--- src/rtl/tms320_seq_pkg.sv ---
// Shared types and helpers for the TMS320 program sequencer.
// Holds the command encoding and the interrupt vector address calculation.
package tms320_seq_pkg;

    typedef enum logic [2:0] {
        CMD_HOLD = 3'd0,
        CMD_INC  = 3'd1,
        CMD_BR   = 3'd2,
        CMD_CALL = 3'd3,
        CMD_RET  = 3'd4,
        CMD_INT  = 3'd5,
        CMD_LDPC = 3'd6
    } seq_cmd_t;

    // Line i vectors to base + 2*i; caller truncates to its PC width (modulo wrap).
    function automatic logic [31:0] vec_addr(input logic [31:0] base, input logic [2:0] id);
        return base + {28'd0, id, 1'b0};
    endfunction

endpackage

--- src/rtl/tms320_hw_stack.sv ---
// Hardware return stack: entry 0 is the top, pushes shift down and pops shift up.
// Overflow drops the bottom entry and underflow returns the stale bottom copy; both flags are sticky.
module tms320_hw_stack
    import tms320_seq_pkg::*;
#(
    parameter int PC_W  = 12,
    parameter int DEPTH = 4
) (
    input  logic            CLK,
    input  logic            RST_N,
    input  logic            ce,
    input  logic            srst,
    input  logic            push,
    input  logic            pop,
    input  logic [PC_W-1:0] din,
    output logic [PC_W-1:0] tos,
    output logic            ovf,
    output logic            unf
);

    localparam int CNT_W = $clog2(DEPTH + 1);
    localparam logic [CNT_W-1:0] CNT_FULL = CNT_W'(DEPTH);
    localparam logic [CNT_W-1:0] CNT_ONE  = CNT_W'(1);

    logic [PC_W-1:0]  stk [DEPTH];
    logic [CNT_W-1:0] cnt_q;

    assign tos = stk[0];

    always_ff @(posedge CLK or negedge RST_N) begin
        if (!RST_N) begin
            for (int i = 0; i < DEPTH; i++) stk[i] <= '0;
            cnt_q <= '0;
            ovf   <= 1'b0;
            unf   <= 1'b0;
        end else if (ce) begin
            if (srst) begin
                for (int i = 0; i < DEPTH; i++) stk[i] <= '0;
                cnt_q <= '0;
                ovf   <= 1'b0;
                unf   <= 1'b0;
            end else if (push) begin
                stk[0] <= din;
                for (int i = 1; i < DEPTH; i++) stk[i] <= stk[i-1];
                if (cnt_q == CNT_FULL) ovf <= 1'b1;
                else                   cnt_q <= cnt_q + CNT_ONE;
            end else if (pop) begin
                // Bottom entry is left in place so it gets duplicated upward.
                for (int i = 0; i < DEPTH - 1; i++) stk[i] <= stk[i+1];
                if (cnt_q == '0) unf <= 1'b1;
                else             cnt_q <= cnt_q - CNT_ONE;
            end
        end
    end

endmodule

--- src/rtl/tms320_pc_sequencer.sv ---
// Program sequencer: PC register, command mux, return stack and a prioritised,
// falling-edge interrupt controller. All state advances only on edges with EN & CE_R.
module tms320_pc_sequencer
    import tms320_seq_pkg::*;
#(
    parameter int              PC_W     = 12,
    parameter int              DEPTH    = 4,
    parameter int              NUM_INT  = 1,
    parameter logic [PC_W-1:0] VEC_BASE = 'h002,
    parameter logic [PC_W-1:0] RST_VEC  = 'h000
) (
    input  logic               CLK,
    input  logic               RST_N,
    input  logic               EN,
    input  logic               CE_R,
    input  logic               RS_N,
    input  seq_cmd_t           CMD,
    input  logic               COND,
    input  logic [PC_W-1:0]    TARGET,
    input  logic [NUM_INT-1:0] INT_N,
    input  logic [NUM_INT-1:0] INT_MASK,
    input  logic               INTM,
    output logic [PC_W-1:0]    PC,
    output logic [PC_W-1:0]    TOS,
    output logic               INT_REQ,
    output logic [2:0]         INT_ID,
    output logic               STK_OVF,
    output logic               STK_UNF
);

    logic               ce;
    logic [PC_W-1:0]    pc_q;
    logic [PC_W-1:0]    pc_nxt;
    logic [PC_W-1:0]    pc_inc;
    logic [PC_W-1:0]    pc_vec;
    logic [PC_W-1:0]    push_d;
    logic               push;
    logic               pop;
    logic               take_int;
    logic [NUM_INT-1:0] int_hist;
    logic [NUM_INT-1:0] pending;
    logic [NUM_INT-1:0] req_vec;
    logic [NUM_INT-1:0] clr_vec;
    logic [NUM_INT-1:0] fall_vec;

    assign ce       = EN & CE_R;
    assign PC       = pc_q;
    assign pc_inc   = pc_q + PC_W'(1);
    assign req_vec  = pending & ~INT_MASK;
    assign INT_REQ  = (|req_vec) & ~INTM;
    assign take_int = (CMD == CMD_INT) && INT_REQ;
    assign pc_vec   = PC_W'(vec_addr(32'(VEC_BASE), INT_ID));
    assign fall_vec = int_hist & ~INT_N;
    assign clr_vec  = take_int ? (NUM_INT'(1) << INT_ID) : '0;

    // Priority encoder: scan downward so the lowest requesting line wins.
    always_comb begin
        INT_ID = 3'd0;
        for (int i = NUM_INT - 1; i >= 0; i--) begin
            if (req_vec[i]) INT_ID = 3'(i);
        end
    end

    always_comb begin
        pc_nxt = pc_q;
        push   = 1'b0;
        pop    = 1'b0;
        push_d = pc_inc;
        case (CMD)
            CMD_HOLD: pc_nxt = pc_q;
            CMD_INC:  pc_nxt = pc_inc;
            CMD_BR:   pc_nxt = COND ? TARGET : pc_inc;
            CMD_CALL: begin
                pc_nxt = COND ? TARGET : pc_inc;
                push   = COND;
            end
            CMD_RET: begin
                pc_nxt = TOS;
                pop    = 1'b1;
            end
            CMD_INT: begin
                // The interrupted instruction is re-fetched on return, so push PC itself.
                if (take_int) begin
                    pc_nxt = pc_vec;
                    push   = 1'b1;
                    push_d = pc_q;
                end
            end
            CMD_LDPC: pc_nxt = TARGET;
            default:  pc_nxt = pc_q;
        endcase
    end

    always_ff @(posedge CLK or negedge RST_N) begin
        if (!RST_N) begin
            pc_q     <= RST_VEC;
            int_hist <= '1;
            pending  <= '0;
        end else if (ce) begin
            if (!RS_N) begin
                pc_q     <= RST_VEC;
                int_hist <= '1;
                pending  <= '0;
            end else begin
                pc_q     <= pc_nxt;
                int_hist <= INT_N;
                // A new edge on a line being serviced this cycle keeps it pending.
                pending  <= (pending & ~clr_vec) | fall_vec;
            end
        end
    end

    tms320_hw_stack #(
        .PC_W  (PC_W),
        .DEPTH (DEPTH)
    ) u_stack (
        .CLK   (CLK),
        .RST_N (RST_N),
        .ce    (ce),
        .srst  (~RS_N),
        .push  (push),
        .pop   (pop),
        .din   (push_d),
        .tos   (TOS),
        .ovf   (STK_OVF),
        .unf   (STK_UNF)
    );

endmodule
--- config.mk ---
export PLATFORM = sky130hd
export DESIGN_NAME = tms320_pc_sequencer
export DESIGN_NICKNAME = d
export VERILOG_FILES = /design/src/rtl/tms320_seq_pkg.sv /design/src/rtl/tms320_hw_stack.sv /design/src/rtl/tms320_pc_sequencer.sv
export SDC_FILE = /design/constraint.sdc
export NUM_CORES = 1
export LEC_CHECK = 0
export CAP_MARGIN = 25
export CELL_PAD_IN_SITES_DETAIL_PLACEMENT = 1
export CELL_PAD_IN_SITES_GLOBAL_PLACEMENT = 1
export CORE_MARGIN = 1
export CORE_UTILIZATION = 41
export CTS_CLUSTER_SIZE = 30
export DETAILED_ROUTE_END_ITERATION = 16
export PLACE_DENSITY_LB_ADDON = 0.08
export SYNTH_ARGS = -nofsm -noshare
export SYNTH_HDL_FRONTEND = slang
export SYNTH_SLANG_ARGS = --single-unit
--- constraint.sdc ---
create_clock -name CLK -period 2.6 [get_ports CLK]
set_input_delay 0.65 -clock CLK [delete_from_list [all_inputs] [get_ports CLK]]
set_output_delay 0.65 -clock CLK [all_outputs]
set_load 0.01 [all_outputs]
==> implementation parameters <==
Parameter                              Value

Finish
  Footprint of the multi-input gates    between 1500 and 2000 sq um
  Share of layout cells above drive strength 1    between 10% and 20%
  Count of fill cells added during filler insertion    slightly above 1000
  Final instance area    4710 sq um
  Storage cell area    1680 sq um
  Diodes inserted    0
  Share of the core filled with cells    about 54%
  Final net count    slightly above 500
  Area Growth Syn to Fin    26.0%

Clock network
  Clock tree sinks    67
  Clock slew at reported path FFs    approximately 0.080 ns
  Library cell used as clock root buffer    sky130_fd_sc_hd__clkbuf_8
  Clock tree from TritonCTS    done
  Post-CTS Resized    0
  Number of H-tree levels    3
  Cts hold-fix bufs    0
  Buffer depth of the longest clock path    2
  Number of buffers inserted during clock tree synthesis    9
  Clock latency at the later pin of the worst-skew pair    0.35 ns
  Buffers inserted during post-CTS setup optimization    0

STA
  Slew HR    56.8%
  F_max    approximately 0.39 GHz
  Number of endpoints with negative hold slack in the final report    0
  Final-layout setup total negative slack    0 ns
  Number of setup violations in the final report    0
  RSZ-0062 raised after global routing    false
  Layout Skew    0.0134 ns
  Transition time at the pin with the least slew margin    about 0.65 ns
  Crit share post-route    slightly below 100%
  Count of final max-slew check failures    0
  Clock period minus worst slack    2.54 ns

Logic synthesis
  Share of the yosys chip area belonging to registers    between 40% and 50%
  Number of library cell types mapped by synthesis    56
  Cell types with the largest area share after synthesis    sky130_fd_sc_hd__dfrtp_1, sky130_fd_sc_hd__o21ai_0, sky130_fd_sc_hd__a32oi_1
  Post-synth top flop    sky130_fd_sc_hd__dfrtp_1
  Post-Synthesis Cell Area    3740 sq um
  Number of warning messages in the yosys log    0
  Top cells by count, synth    sky130_fd_sc_hd__dfrtp_1, sky130_fd_sc_hd__nand2_1, sky130_fd_sc_hd__o21ai_0, sky130_fd_sc_hd__a21oi_1, sky130_fd_sc_hd__nor2_1
  Most common cell in the netlist    sky130_fd_sc_hd__dfrtp_1
  Yosys top cell by area    sky130_fd_sc_hd__dfrtp_1
  Area share of the leading cell type in the synthesized netlist    44.2%
  Synthesized netlist cell count    between 400 and 500
  Number of enable flip-flop cells after synthesis    0
  Post-Syn Area per Cell    between 8 and 9 sq um
  Flop and latch count out of synthesis    67
  Share of flip-flops with an asynchronous set or reset after synthesis    100%

Placement
  IO buf count    50
  Half-perimeter wire length of the detailed placement result    roughly 8.4 mm
  Placed Area    about 4500 sq um
  Routability cong.    0.858

Worst setup path
  CP startpoint kind    input pin
  Capturing point of the worst reg2reg path    PC[11]
  Crit Reg-Reg Startpoint    PC[0]
  Data required time of the worst path    just under 2 ns
  Critical Path Fanout Max    2
  Register-to-register setup slack    roughly 0.33 ns
  Reg2reg path depth    5
  Setup Crit Path Kind    in -> out
  Arrival @ worst endpoint    around 1.9 ns
  Kind of capture point of the worst setup path    output pin

Floorplanning
  Width of the chip    97.5 microns
  Initial standard-cell utilization of the core    42.6%
  Core Footprint    around 8800 sq um
  Height of the die    97.5 microns
  Full die area    between 9000 and 10000 sq um
  Number of core rows    34
  Num ports    54

Global route
  Tot GR Track Use    27.3%
  Grt total ovfl    0
  Antenna violations before repair    0
  Via count of the first global-routing pass    3708
  Maximum number of pins on one net before global-route repair    46
  First-pass GRT wire length    about 20 mm

Detailed routing
  Total via count after detailed routing    about 3600
  Antenna viol nets, final    0
  Detailed-route vias per instance    between 6 and 7
  Final wirelength    around 12 mm
  DRC marker count from the first detailed-route iteration    between 100 and 150
  Detailed-route wire length per cell    a little over 20 microns
  TritonRoute pass-1 iters    5
  DRC    0

Power
  Power density relative to cell area    541 nW/um^2
  Static Leak    between 0.0015 and 0.002 uW
  Worst supply voltage drop on vdd    between 0.2 and 0.3 mV

Job
  Total of max-cap violations    0

Status
  Status    finished clean

Worst hold path
  HP Class    in -> async
[cell families after synthesis]
logic type	count (synthesis)	share of synthesized area, %
buffers and inverters	59	7.70
DFF	67	44.9
and+or+nand+nor	124	15.8
adders and majority gates	2	0.870
xor gates and xnor gates	2	0.469
other	1	0.100
muxes	3	0.837
AOI/OAI and AO/OA	162	29.4
[routing by layer]
layer / global-route usage (%) / up-vias / wire, microns
met3: 5.40 / 15 / 713
met2: 41.8 / 100 / 5610
met4: 7.69 / 0 / 142
met1: 39.3 / 1817 / 5750
met5: 0 / - / 0
li1: - / 1664 / -
[state kept, by name, indices dropped and copies added (netlist names)]
name / flops
pending: 1
PC: 12
u_stack.ovf: 1
u_stack.cnt_q: 3
u_stack.tos: 12
u_stack.unf: 1
int_hist: 1
u_stack.stk: 36
[cell type report]
| cell class | instances | area share (%) |
|---|---|---|
| multi-input cells | 296 | 37.9 |
| clock inverters | 5 | 1.25 |
| clock buffers | 11 | 3.21 |
| well taps | 108 | 2.87 |
| inverters | 11 | 0.877 |
| flip-flops and latches | 67 | 35.6 |
| repair buffers | 92 | 18.3 |
[cells in the final DEF (no fill, tap or decap), types with 3 or more instances in the layout]
cell	n
sky130_fd_sc_hd__a21o_1	4
sky130_fd_sc_hd__a21oi_1	32
sky130_fd_sc_hd__a221oi_1	7
sky130_fd_sc_hd__a222oi_1	3
sky130_fd_sc_hd__a22o_1	14
sky130_fd_sc_hd__a32oi_1	24
sky130_fd_sc_hd__and2_1	3
sky130_fd_sc_hd__buf_12	4
sky130_fd_sc_hd__buf_4	38
sky130_fd_sc_hd__clkbuf_8	11
sky130_fd_sc_hd__clkdlybuf4s50_1	49
sky130_fd_sc_hd__conb_1	3
sky130_fd_sc_hd__dfrtp_1	66
sky130_fd_sc_hd__inv_1	11
sky130_fd_sc_hd__nand2_1	50
sky130_fd_sc_hd__nand2b_1	3
sky130_fd_sc_hd__nand3_1	8
sky130_fd_sc_hd__nor2_1	26
sky130_fd_sc_hd__nor3_1	14
sky130_fd_sc_hd__o211ai_1	3
sky130_fd_sc_hd__o21ai_0	46
sky130_fd_sc_hd__o22ai_1	7
sky130_fd_sc_hd__o31ai_1	3
sky130_fd_sc_hd__or4_1	5
[power by group]
| group | leakage (uW) | internal [uW] | switching [uW] | total, uW |
|---|---|---|---|---|
| clock network | 0.000102 | 497 | 436 | 933 |
| logic | 0.000934 | 216 | 236 | 452 |
| registers | 0.000912 | 1090 | 71.3 | 1160 |
[worst max-delay path by stage]
stage                        start         endpoint  slack (ns)  depth (start not counted)
final                     INT_MASK          INT_REQ        0.06                          3
after CTS                 INT_MASK          INT_REQ        0.04                          3
after global placement      CMD[2]   u_stack.tos[8]       -0.04                          7
after global routing      INT_MASK          INT_REQ        0.01                          3
after detailed placement    CMD[2]   u_stack.tos[6]       -0.07                          7
after floorplan           INT_MASK  u_stack.stk[10]        0.38                          7
[through the flow]
stage	power (uW)	setup WS, ns	hold slack, ns	cells
final	2550	0.0638	0.316	590
after global routing	2660	0.0110	0.351	590
after CTS	2560	0.0446	0.339	590
after detailed placement	1630	-0.0706	0.491	574
after global placement	1620	-0.0432	0.485	574
after floorplan	1380	0.381	0.354	422
[critical path: stages]
cell,delay [ns]
sky130_fd_sc_hd__clkdlybuf4s50_1,0.44
sky130_fd_sc_hd__nor3b_1,0.22
sky130_fd_sc_hd__clkdlybuf4s50_1,0.57
No activity file was read; power rests on OpenSTA's default activity.
